[src/rtl/popcnt_share_pkg.sv]
// Shared types and helpers for the count-ones engine share controller.
package popcnt_share_pkg;

  localparam int unsigned N_DEF = 8;
  localparam int unsigned R_DEF = 4;

  typedef enum logic [4:0] {
    S_IDLE      = 5'b00001,
    S_ISSUE     = 5'b00010,
    S_WAIT_DONE = 5'b00100,
    S_RESPOND   = 5'b01000,
    S_RELEASE   = 5'b10000
  } state_e;

  function automatic int unsigned id_w(input int unsigned r);
    return (r > 1) ? $clog2(r) : 1;
  endfunction

endpackage

[src/rtl/popcnt_share_ctrl_rr_arbiter.sv]
// Combinational round-robin pick: first requester at or after the pointer, wrapping.
module rr_arbiter
  import popcnt_share_pkg::*;
#(
  parameter int unsigned R   = R_DEF,
  parameter int unsigned IDW = id_w(R)
) (
  input  logic [R-1:0]   req_i,
  input  logic [IDW-1:0] ptr_i,
  output logic [R-1:0]   gnt_o,
  output logic [IDW-1:0] gnt_id_o
);

  int unsigned idx;

  // NOTE: every output gets a default before the loop so no latch is inferred.
  always_comb begin
    gnt_o    = '0;
    gnt_id_o = '0;
    idx      = 0;
    // Scan from farthest to nearest so the nearest hit overwrites earlier ones.
    for (int k = int'(R) - 1; k >= 0; k--) begin
      idx = (int'(ptr_i) + k) % R;
      if (req_i[idx]) begin
        gnt_o      = '0;
        gnt_o[idx] = 1'b1;
        gnt_id_o   = IDW'(idx);
      end
    end
  end

endmodule

[src/rtl/popcnt_share_ctrl.sv]
// Round-robin share of one count-ones engine among R requesters.
// Optional engine watchdog enabled by defining POPCNT_SHARE_TIMEOUT_EN.
module popcnt_share_ctrl
  import popcnt_share_pkg::*;
#(
  parameter int unsigned N     = N_DEF,
  parameter int unsigned R     = R_DEF,
  parameter int unsigned TMO_W = 5,
  localparam int unsigned IDW  = id_w(R)
) (
  input  logic           clk,
  input  logic           rst_n,
  input  logic [R-1:0]   req,
  input  logic [R*N-1:0] req_data,
  output logic [R-1:0]   ack,
  output logic [N-1:0]   rsp_result,
  output logic [IDW-1:0] rsp_id,
  output logic           rsp_err,
  output logic           busy,
  output logic           eng_start,
  output logic [N-1:0]   eng_a,
  input  logic           eng_done,
  input  logic [N-1:0]   eng_result
);

  if (R < 2 || R > 16 || TMO_W < 2) begin : g_bad_cfg
    $error("popcnt_share_ctrl: unsupported R or TMO_W");
  end

  state_e         state_q, state_d;
  logic [N-1:0]   a_q, a_d;
  logic [IDW-1:0] gnt_id_q, gnt_id_d;
  logic [IDW-1:0] ptr_q, ptr_d;
  logic [R-1:0]   ack_q, ack_d;
  logic [N-1:0]   rsp_result_q, rsp_result_d;
  logic [IDW-1:0] rsp_id_q, rsp_id_d;
  logic [R-1:0]   arb_gnt;
  logic [IDW-1:0] arb_id;

`ifdef POPCNT_SHARE_TIMEOUT_EN
  localparam logic [TMO_W-1:0] TMO_LAST = {{(TMO_W-1){1'b1}}, 1'b0};
  logic [TMO_W-1:0] tmo_q, tmo_d;
  logic             rsp_err_q, rsp_err_d;
`endif

  rr_arbiter #(.R(R), .IDW(IDW)) u_arb (
    .req_i    (req),
    .ptr_i    (ptr_q),
    .gnt_o    (arb_gnt),
    .gnt_id_o (arb_id)
  );

  always_comb begin
    state_d      = state_q;
    a_d          = a_q;
    gnt_id_d     = gnt_id_q;
    ptr_d        = ptr_q;
    ack_d        = '0;
    rsp_result_d = rsp_result_q;
    rsp_id_d     = rsp_id_q;
`ifdef POPCNT_SHARE_TIMEOUT_EN
    tmo_d        = tmo_q;
    rsp_err_d    = rsp_err_q;
`endif
    unique case (state_q)
      S_IDLE: begin
        // A still-high done means the engine has not left FINISH yet.
        if ((|arb_gnt) && !eng_done) begin
          a_d      = req_data[arb_id*N +: N];
          gnt_id_d = arb_id;
          state_d  = S_ISSUE;
        end
      end
      S_ISSUE: begin
`ifdef POPCNT_SHARE_TIMEOUT_EN
        tmo_d = '0;
`endif
        state_d = S_WAIT_DONE;
      end
      S_WAIT_DONE: begin
        if (eng_done) begin
          rsp_result_d     = eng_result;
          rsp_id_d         = gnt_id_q;
          ack_d[gnt_id_q]  = 1'b1;
          state_d          = S_RESPOND;
`ifdef POPCNT_SHARE_TIMEOUT_EN
          rsp_err_d        = 1'b0;
        end else if (tmo_q == TMO_LAST) begin
          rsp_result_d     = '0;
          rsp_id_d         = gnt_id_q;
          ack_d[gnt_id_q]  = 1'b1;
          rsp_err_d        = 1'b1;
          state_d          = S_RESPOND;
        end else begin
          tmo_d = tmo_q + 1'b1;
`endif
        end
      end
      S_RESPOND: begin
        ptr_d   = (gnt_id_q == IDW'(R - 1)) ? '0 : gnt_id_q + 1'b1;
        state_d = S_RELEASE;
      end
      S_RELEASE: begin
        if (!eng_done) state_d = S_IDLE;
      end
      default: state_d = S_IDLE;
    endcase
  end

  // NOTE: synchronous reset; state uses non-blocking assignments only.
  always_ff @(posedge clk) begin
    if (!rst_n) begin
      state_q      <= S_IDLE;
      a_q          <= '0;
      gnt_id_q     <= '0;
      ptr_q        <= '0;
      ack_q        <= '0;
      rsp_result_q <= '0;
      rsp_id_q     <= '0;
`ifdef POPCNT_SHARE_TIMEOUT_EN
      tmo_q        <= '0;
      rsp_err_q    <= 1'b0;
`endif
    end else begin
      state_q      <= state_d;
      a_q          <= a_d;
      gnt_id_q     <= gnt_id_d;
      ptr_q        <= ptr_d;
      ack_q        <= ack_d;
      rsp_result_q <= rsp_result_d;
      rsp_id_q     <= rsp_id_d;
`ifdef POPCNT_SHARE_TIMEOUT_EN
      tmo_q        <= tmo_d;
      rsp_err_q    <= rsp_err_d;
`endif
    end
  end

  assign ack        = ack_q;
  assign rsp_result = rsp_result_q;
  assign rsp_id     = rsp_id_q;
  assign busy       = (state_q != S_IDLE);
  assign eng_start  = (state_q == S_ISSUE) || (state_q == S_WAIT_DONE);
  assign eng_a      = a_q;
`ifdef POPCNT_SHARE_TIMEOUT_EN
  assign rsp_err    = rsp_err_q;
`else
  assign rsp_err    = 1'b0;
`endif

endmodule

[config.mk]
export PLATFORM = sky130hd
export DESIGN_NAME = popcnt_share_ctrl
export DESIGN_NICKNAME = d
export VERILOG_FILES = /design/src/rtl/popcnt_share_pkg.sv /design/src/rtl/popcnt_share_ctrl_rr_arbiter.sv /design/src/rtl/popcnt_share_ctrl.sv
export SDC_FILE = /design/constraint.sdc
export NUM_CORES = 1
export LEC_CHECK = 0
export CORE_UTILIZATION = 35
export CTS_BUF_LIST = sky130_fd_sc_hd__clkbuf_4 sky130_fd_sc_hd__clkbuf_8
export DETAILED_ROUTE_END_ITERATION = 12
export HOLD_SLACK_MARGIN = 0.12
export PLACE_DENSITY = 0.69
export SKIP_LAST_GASP = 1
export SYNTH_ARGS = -nofsm -noshare
export SYNTH_HDL_FRONTEND = slang
export SYNTH_SLANG_ARGS = --single-unit
[constraint.sdc]
create_clock -name clk -period 4.3 [get_ports clk]
set_input_delay 0.645 -clock clk [delete_from_list [all_inputs] [get_ports clk]]
set_output_delay 0.645 -clock clk [all_outputs]
set_load 0.03 [all_outputs]
==> results of run 1 <==
-- cell families after synthesis --
logic type                 Yosys count
AOI/OAI and AO/OA                   60
and+or+nand+nor                     69
adders and majority gates           11
muxes                               20
DFF                                 31
buffers and inverters               22
other                                1
-- layout make-up --
cell class | instances | area (um^2)
fillers | 507 | 2730
multi-input cells | 161 | 1240
repair buffers | 72 | 716
flip-flops and latches | 31 | 621
well taps | 72 | 90.1
clock buffers | 5 | 68.8
inverters | 7 | 26.3
clock inverters | 3 | 20.0
-- cell usage after synthesis (3+ instances only) --
library cell  number
inv_1              6
nor4_1             3
mux2i_1           16
clkbuf_8           3
o311a_2            3
dfxtp_1           31
buf_6              4
o311a_1            5
a22oi_1            8
a21oi_1           19
ha_1              11
nand3_1           17
and3_1             5
nor2_1            16
nor2b_1            3
clkbuf_1           4
a21o_1             8
nor3_1             3
-- how the worst min path moves through the flow --
stage,startpoint,depth (start not counted),endpoint,slack [ns]
finish,rsp_result[2],2,rsp_result[2],0.50
detailed placement,rsp_result[1],2,rsp_result[1],0.49
floorplan,state_q[3],2,state_q[4],0.48
global placement,rsp_id[0],2,rsp_id[0],0.48
CTS,rsp_result[1],2,rsp_result[1],0.50
global route,rsp_id[0],2,rsp_id[0],0.52
-- flip-flops by register name, summed over array words and instances (netlist names) --
name,count
ack,4
state_q,5
rsp_id,2
rsp_result,8
ptr_q,2
gnt_id_q,2
eng_a,8
-- worst max-delay path, stage by stage (launching register included) --
cell,delay [ns]
dfxtp_1,0.65
inv_1,0.30
ha_1,0.51
mux2i_1,0.18
o211ai_2,0.63
nand2_2,0.33
a21oi_1,0.24
a22oi_1,0.11
a21o_1,0.18
-- through the flow --
stage               setup slack (ns)  area, um^2  util (%)
floorplan                       1.68        2010         -
global placement                1.17        2690      48.9
detailed placement              1.12        2690      48.9
CTS                             1.08        2780      50.5
global route                   0.776        2780      50.5
finish                          1.05        2780      50.5
-- metal layers --
metal  vias to the layer above  share of wire [%]  track usage, %  wire length, um
met5                         -                  0               0                0
met4                         0               0.49            4.15               24
met3                         2                7.4            5.76              359
met2                        68                 46            26.5             2230
met1                       866                 46            20.8             2240
li1                        932                  -               -                -
-- report_power, final --
group / switching, uW / internal, uW / total [uW]
Combinational: 78.1 / 81.2 / 159
Sequential: 7.45 / 297 / 304
Clock: 113 / 112 / 226
Total: 199 / 490 / 689
==> metrics.txt, run 1 <==
# TYPE chip_impl_metric gauge
chip_impl_info{name="outcome",value="complete, no violations"} 1
chip_impl_info{name="synth_top_family_by_area",value="compound AO/OA/AOI/OAI gates"} 1
chip_impl_metric{name="reg2reg_setup_slack",unit="ns"} 1.05
chip_impl_metric{name="detail_route.vias_per_cell",unit=""} 5.32
chip_impl_metric{name="max_clock_freq",unit="MHz"} 308
chip_impl_metric{name="ant_nets",unit=""} 0
chip_impl_info{name="final_common_cell",value="clkdlybuf4s50_1"} 1
chip_impl_info{name="worstReg2RegEnd",value="eng_a[3]"} 1
chip_impl_info{name="critical_path.endpoint",value="eng_a[3]"} 1
chip_impl_metric{name="firstDrtPassIters",unit=""} 4
chip_impl_metric{name="worstSkewPairLatency",unit="ns"} 0.28
chip_impl_metric{name="synth-compound-area-share",unit="%"} 23.4
chip_impl_metric{name="max-slew-margin-rel",unit="%"} 49.8
chip_impl_metric{name="number_of_antenna_violations_at_the_first_check_in_global_routing",unit=""} 0
chip_impl_metric{name="post-cts-setup-buffer-count",unit=""} 0
chip_impl_metric{name="tritoncts_sinks",unit=""} 31
chip_impl_metric{name="crit_fanout",unit=""} 18
chip_impl_metric{name="required",unit="ns"} 4.48
chip_impl_info{name="cts-root-buf",value="clkbuf_8"} 1
chip_impl_metric{name="syn_area",unit="um^2"} 2010
chip_impl_metric{name="finalCritPeriodShare",unit="%"} 75.5
chip_impl_metric{name="cts.clk_slew.worst_paths",unit="ns"} 0.07
chip_impl_metric{name="post_cts.resized_instances",unit=""} 0
chip_impl_info{name="synthFlopType",value="dfxtp_1"} 1
chip_impl_metric{name="place.detailed.hpwl",unit="um"} 3710
chip_impl_metric{name="syn_to_final_growth",unit="%"} 38.4
chip_impl_metric{name="setup_viol_count_final",unit=""} 0
chip_impl_info{name="yosys-top-cells-area",value="dfxtp_1 31%, mux2i_1 8.0%, ha_1 6.9%"} 1
chip_impl_metric{name="numCtsBuffers",unit=""} 5
chip_impl_metric{name="final_wirelength",unit="um"} 4860
chip_impl_metric{name="synth_fp_nets",unit=""} 272
chip_impl_metric{name="tightestPinTransition",unit="ns"} 0.751
chip_impl_metric{name="fin_hold_ws",unit="ns"} 0.498
chip_impl_metric{name="route.detailed.wl_per_inst",unit="um"} 13.8
chip_impl_metric{name="insertedDiodeCount",unit=""} 0
chip_impl_metric{name="drc_viols",unit=""} 0
chip_impl_metric{name="post_layout_nonfiller_instances",unit=""} 351
chip_impl_info{name="crit_path_start",value="ptr_q[0]"} 1
chip_impl_info{name="critical_path_capture_point_type",value="flop"} 1
chip_impl_info{name="rsz_0062_raised_after_global_routing",value="false"} 1
chip_impl_metric{name="crit_arrival",unit="ns"} 3.43
chip_impl_info{name="yosys.area.top_type",value="dfxtp_1"} 1
chip_impl_info{name="worst-setup-path-type",value="flop to flop"} 1
chip_impl_metric{name="synth.distinct_cells",unit=""} 57
chip_impl_metric{name="static_leakage",unit="uW"} 0.00113
chip_impl_metric{name="synthesized_area_per_cell",unit="um^2"} 9.38
chip_impl_metric{name="layout-drive-gt1-share",unit="%"} 10.8
chip_impl_metric{name="yosys.area_share.adder",unit="%"} 6.85
chip_impl_metric{name="yosysWarningCount",unit=""} 0
chip_impl_metric{name="total_of_buffers_placed_on_input_and_output_ports",unit=""} 70
chip_impl_metric{name="io_pins",unit=""} 72
chip_impl_metric{name="power.ir.vdd_worst",unit="uV"} 149
chip_impl_metric{name="overflow",unit=""} 0
chip_impl_info{name="hold_class",value="flop to flop"} 1
chip_impl_metric{name="h-tree-depth",unit=""} 2
chip_impl_info{name="worst_setup_path_start_kind",value="flop"} 1
chip_impl_metric{name="synth_largest_type_area_fraction",unit="%"} 30.9
chip_impl_metric{name="floorplan.initialDensity",unit="%"} 36.5
chip_impl_metric{name="synth-edff-count",unit=""} 0
chip_impl_metric{name="maxcap_violations",unit=""} 0
chip_impl_metric{name="fp.dieW",unit="um"} 77.7
chip_impl_metric{name="drt_first_iter_violations",unit=""} 111
chip_impl_info{name="crit-reg2reg-launch",value="ptr_q[0]"} 1
chip_impl_metric{name="synth_seq_cells",unit=""} 31
chip_impl_metric{name="die_y",unit="um"} 77.7
chip_impl_metric{name="buffer_levels_on_the_longest_clock_path",unit=""} 2
chip_impl_metric{name="asyncSetResetFlopFracSynth",unit="%"} 0
chip_impl_metric{name="placed_cells_incl_taps",unit=""} 343
chip_impl_metric{name="die_area",unit="um^2"} 6040
chip_impl_metric{name="grt_pass1_vias",unit=""} 1709
chip_impl_metric{name="timing.setup.tns",unit="ns"} 0
chip_impl_metric{name="fin_skew",unit="ns"} 0.00625
chip_impl_info{name="cts_tree",value="yes"} 1
chip_impl_metric{name="finalHoldViolCount",unit=""} 0
chip_impl_metric{name="core",unit="um^2"} 5510
chip_impl_metric{name="post_synth_mux_area_share",unit="%"} 11.2
chip_impl_metric{name="synth.yosys.seq_area_share",unit="%"} 30.9
chip_impl_metric{name="cts_hold_repair.buffers",unit=""} 0
chip_impl_metric{name="grt_first_pass_wirelength",unit="um"} 7960
chip_impl_metric{name="overall_track_demand_over_capacity_in_global_routing",unit="%"} 16.5
chip_impl_metric{name="num_vias",unit=""} 1868
chip_impl_metric{name="core.rowCount",unit=""} 27
chip_impl_metric{name="layout.nets",unit=""} 336
chip_impl_metric{name="cell_pwr_density",unit="nW/um^2"} 248
chip_impl_metric{name="pin_count_of_the_biggest_net_entering_global_routing",unit=""} 19
chip_impl_metric{name="gp_routability_congestion",unit=""} 0.815
chip_impl_metric{name="timing.final.crit_period",unit="ns"} 3.25
chip_impl_metric{name="synth_cells",unit=""} 214
chip_impl_metric{name="synth_simple_gate_area_share",unit="%"} 20.1
chip_impl_metric{name="worst_r2r_path_depth",unit=""} 8
chip_impl_metric{name="synthXorXnorAreaFrac",unit="%"} 0
chip_impl_metric{name="timing_max_transition_violations_final",unit=""} 0
chip_impl_metric{name="power.total",unit="uW"} 689
chip_impl_info{name="layout.cells.most_common_list",value="70 x clkdlybuf4s50_1, 31 x dfxtp_1, 19 x a21oi_1, 17 x nand3_1"} 1
Power figures use the tool's default switching activity.
==> run 2: changes to the inputs <==
==> constraint.sdc (replaced) <==
create_clock -name clk -period 3.24 [get_ports clk]
set_input_delay 0.486 -clock clk [delete_from_list [all_inputs] [get_ports clk]]
set_output_delay 0.486 -clock clk [all_outputs]
set_load 0.03 [all_outputs]
==> metrics.txt, run 2 (same netlist as run 1, synthesis figures left out) <==
# TYPE chip_impl_metric gauge
chip_impl_info{name="outcome",value="complete, no violations"} 1
chip_impl_info{name="cp_slowest_cell",value="dfxtp_1"} 1
chip_impl_metric{name="finalHoldViolCount",unit=""} 0
chip_impl_metric{name="timing.final.crit_period",unit="ns"} 2.97
chip_impl_metric{name="worstHoldPathCells",unit=""} 2
chip_impl_metric{name="fin_skew",unit="ns"} 0.00228
chip_impl_metric{name="cts.clk_slew.worst_paths",unit="ns"} 0.07
chip_impl_metric{name="detail_route.vias_per_cell",unit=""} 5.33
chip_impl_info{name="hold_class",value="flop to flop"} 1
chip_impl_metric{name="core",unit="um^2"} 5510
chip_impl_metric{name="timing.critical_path.buf_inv",unit=""} 1
chip_impl_metric{name="post-place-ws",unit="ns"} 0.284
chip_impl_metric{name="timing_max_transition_violations_final",unit=""} 0
chip_impl_metric{name="worst_r2r_path_depth",unit=""} 7
chip_impl_info{name="rsz_0062_raised_after_global_routing",value="false"} 1
chip_impl_metric{name="tightestPinTransition",unit="ns"} 1.20
chip_impl_metric{name="post_cts.resized_instances",unit=""} 0
chip_impl_metric{name="static_leakage",unit="uW"} 0.00118
chip_impl_metric{name="fin_hold_ws",unit="ns"} 0.499
chip_impl_metric{name="grt_pass1_vias",unit=""} 1792
chip_impl_info{name="layout.cells.most_common_list",value="70 x clkdlybuf4s50_1, 31 x dfxtp_1, 19 x a21oi_1, 17 x nand3_1"} 1
chip_impl_metric{name="io_pins",unit=""} 72
chip_impl_metric{name="grt_first_pass_wirelength",unit="um"} 8310
chip_impl_metric{name="final_wirelength",unit="um"} 4970
chip_impl_metric{name="die_area",unit="um^2"} 6040
chip_impl_metric{name="drt_first_iter_violations",unit=""} 73
chip_impl_metric{name="total_of_buffers_placed_on_input_and_output_ports",unit=""} 70
chip_impl_metric{name="firstDrtPassIters",unit=""} 4
chip_impl_metric{name="post-route-worst-setup-slack",unit="ns"} 0.270
chip_impl_metric{name="post-cts-setup-buffer-count",unit=""} 0
chip_impl_info{name="critical-path-top-delay-family",value="simple AND/OR/NAND/NOR gates"} 1
chip_impl_metric{name="power.ir.vdd_worst",unit="uV"} 262
chip_impl_metric{name="max-slew-margin-rel",unit="%"} 19.3
chip_impl_metric{name="reg2reg_setup_slack",unit="ns"} 0.27
chip_impl_info{name="worst-setup-path-type",value="flop to flop"} 1
chip_impl_info{name="critical_path_capture_point_type",value="flop"} 1
chip_impl_metric{name="required",unit="ns"} 3.47
chip_impl_info{name="worstReg2RegEnd",value="eng_a[1]"} 1
chip_impl_metric{name="die_y",unit="um"} 77.7
chip_impl_metric{name="power.total",unit="uW"} 1070
chip_impl_metric{name="ant_nets",unit=""} 0
chip_impl_metric{name="placed_cells_incl_taps",unit=""} 348
chip_impl_metric{name="syn_to_final_growth",unit="%"} 42.6
chip_impl_metric{name="overall_track_demand_over_capacity_in_global_routing",unit="%"} 17.5
chip_impl_metric{name="gp_routability_congestion",unit=""} 0.841
chip_impl_metric{name="layout.nets",unit=""} 341
chip_impl_metric{name="cts_hold_repair.buffers",unit=""} 0
chip_impl_metric{name="core.rowCount",unit=""} 27
chip_impl_metric{name="num_vias",unit=""} 1899
chip_impl_metric{name="numCtsBuffers",unit=""} 5
chip_impl_metric{name="post_layout_nonfiller_instances",unit=""} 356
chip_impl_metric{name="number_of_antenna_violations_at_the_first_check_in_global_routing",unit=""} 0
chip_impl_metric{name="filler_cell_count",unit=""} 511
chip_impl_info{name="worst_setup_path_start_kind",value="flop"} 1
chip_impl_metric{name="setup_viol_count_final",unit=""} 0
chip_impl_info{name="critical_path.cell_chain",value="inv_1 -> ha_1 -> mux2_4 -> and4_4 -> a311o_1 -> nor4_4 -> a21o_1"} 1
chip_impl_metric{name="tritoncts_sinks",unit=""} 31
chip_impl_metric{name="buffer_levels_on_the_longest_clock_path",unit=""} 2
chip_impl_metric{name="layout-drive-gt1-share",unit="%"} 12.3
chip_impl_info{name="hold_start",value="rsp_result[1]"} 1
chip_impl_metric{name="drc_viols",unit=""} 0
chip_impl_info{name="cts-root-buf",value="clkbuf_8"} 1
chip_impl_metric{name="cell_pwr_density",unit="nW/um^2"} 375
chip_impl_metric{name="finalCritPeriodShare",unit="%"} 91.7
chip_impl_metric{name="place.detailed.hpwl",unit="um"} 3690
chip_impl_metric{name="insertedDiodeCount",unit=""} 0
chip_impl_metric{name="max_clock_freq",unit="MHz"} 337
chip_impl_metric{name="overflow",unit=""} 0
chip_impl_metric{name="fp.dieW",unit="um"} 77.7
chip_impl_metric{name="route.detailed.wl_per_inst",unit="um"} 14.0
chip_impl_metric{name="crit_fanout",unit=""} 11
chip_impl_metric{name="maxcap_violations",unit=""} 0
chip_impl_metric{name="timing.setup.tns",unit="ns"} 0
chip_impl_metric{name="h-tree-depth",unit=""} 2
chip_impl_info{name="crit-reg2reg-launch",value="ptr_q[1]"} 1
chip_impl_info{name="hold_end",value="rsp_result[1]"} 1
chip_impl_metric{name="max_stage_delay",unit="ns"} 0.60
chip_impl_metric{name="crit_arrival",unit="ns"} 3.20
chip_impl_metric{name="worstSkewPairLatency",unit="ns"} 0.28
chip_impl_info{name="cts_tree",value="yes"} 1
chip_impl_info{name="final_common_cell",value="clkdlybuf4s50_1"} 1
chip_impl_metric{name="pin_count_of_the_biggest_net_entering_global_routing",unit=""} 19
chip_impl_metric{name="floorplan.initialDensity",unit="%"} 36.5
-- run 2: changes by cell type in the layout (fill, tap and decap cells not counted), sizes merged --
| cell | delta |
|---|---|
| bufinv | +2 |
| clkinvlp | -1 |
| buf | +5 |
| clkinv | -1 |
-- run 2: area by class of cell --
| class | count | area, um^2 | area share [%] |
|---|---|---|---|
| multi-input combinational | 161 | 1240 | 43.2 |
| sequential | 31 | 621 | 21.7 |
| clock inverter | 3 | 67.6 | 2.36 |
| timing repair buffer | 77 | 753 | 26.3 |
| tap | 72 | 90.1 | 3.15 |
| inverter | 7 | 26.3 | 0.917 |
| clock buffer | 5 | 68.8 | 2.40 |
-- run 2: tightest hold or removal path, stage by stage, from the launching register on --
cell	delay, ns
dfxtp_1	0.33
mux2i_1	0.07
nor2_1	0.07
-- run 2: routing by layer --
metal	up-vias	GRT usage, %	share of wire [%]
li1	942	-	-
met1	886	22.0	46
met2	67	27.5	45
met3	4	6.47	7.9
met4	0	5.28	0.93
met5	-	0	0
-- run 2: per-stage QoR --
step	instance area (um^2)	util [%]
3_5_place_dp	2730	49.5
3_3_place_gp	2730	49.5
2_1_floorplan	2010	-
5_1_grt	2860	52.0
6_report	2860	52.0
4_1_cts	2860	52.0
-- run 2: worst max-delay path by stage --
stage             start  endpoint  slack (ns)  cells after the start
5_1_grt        ptr_q[1]  eng_a[1]        0.06                      7
3_3_place_gp   ptr_q[1]  eng_a[1]        0.34                      7
3_5_place_dp   ptr_q[1]  eng_a[5]        0.28                      7
2_1_floorplan  ptr_q[0]  eng_a[1]        0.62                     10
4_1_cts        ptr_q[1]  eng_a[5]        0.28                      7
6_report       ptr_q[1]  eng_a[1]        0.27                      7
-- run 2: power by group --
| part | leakage [uW] | switching (uW) | total, uW | internal, uW |
|---|---|---|---|---|
| logic | 0.000863 | 105 | 214 | 109 |
| clock network | 0.0000644 | 151 | 457 | 307 |
| registers | 0.000251 | 9.50 | 403 | 394 |
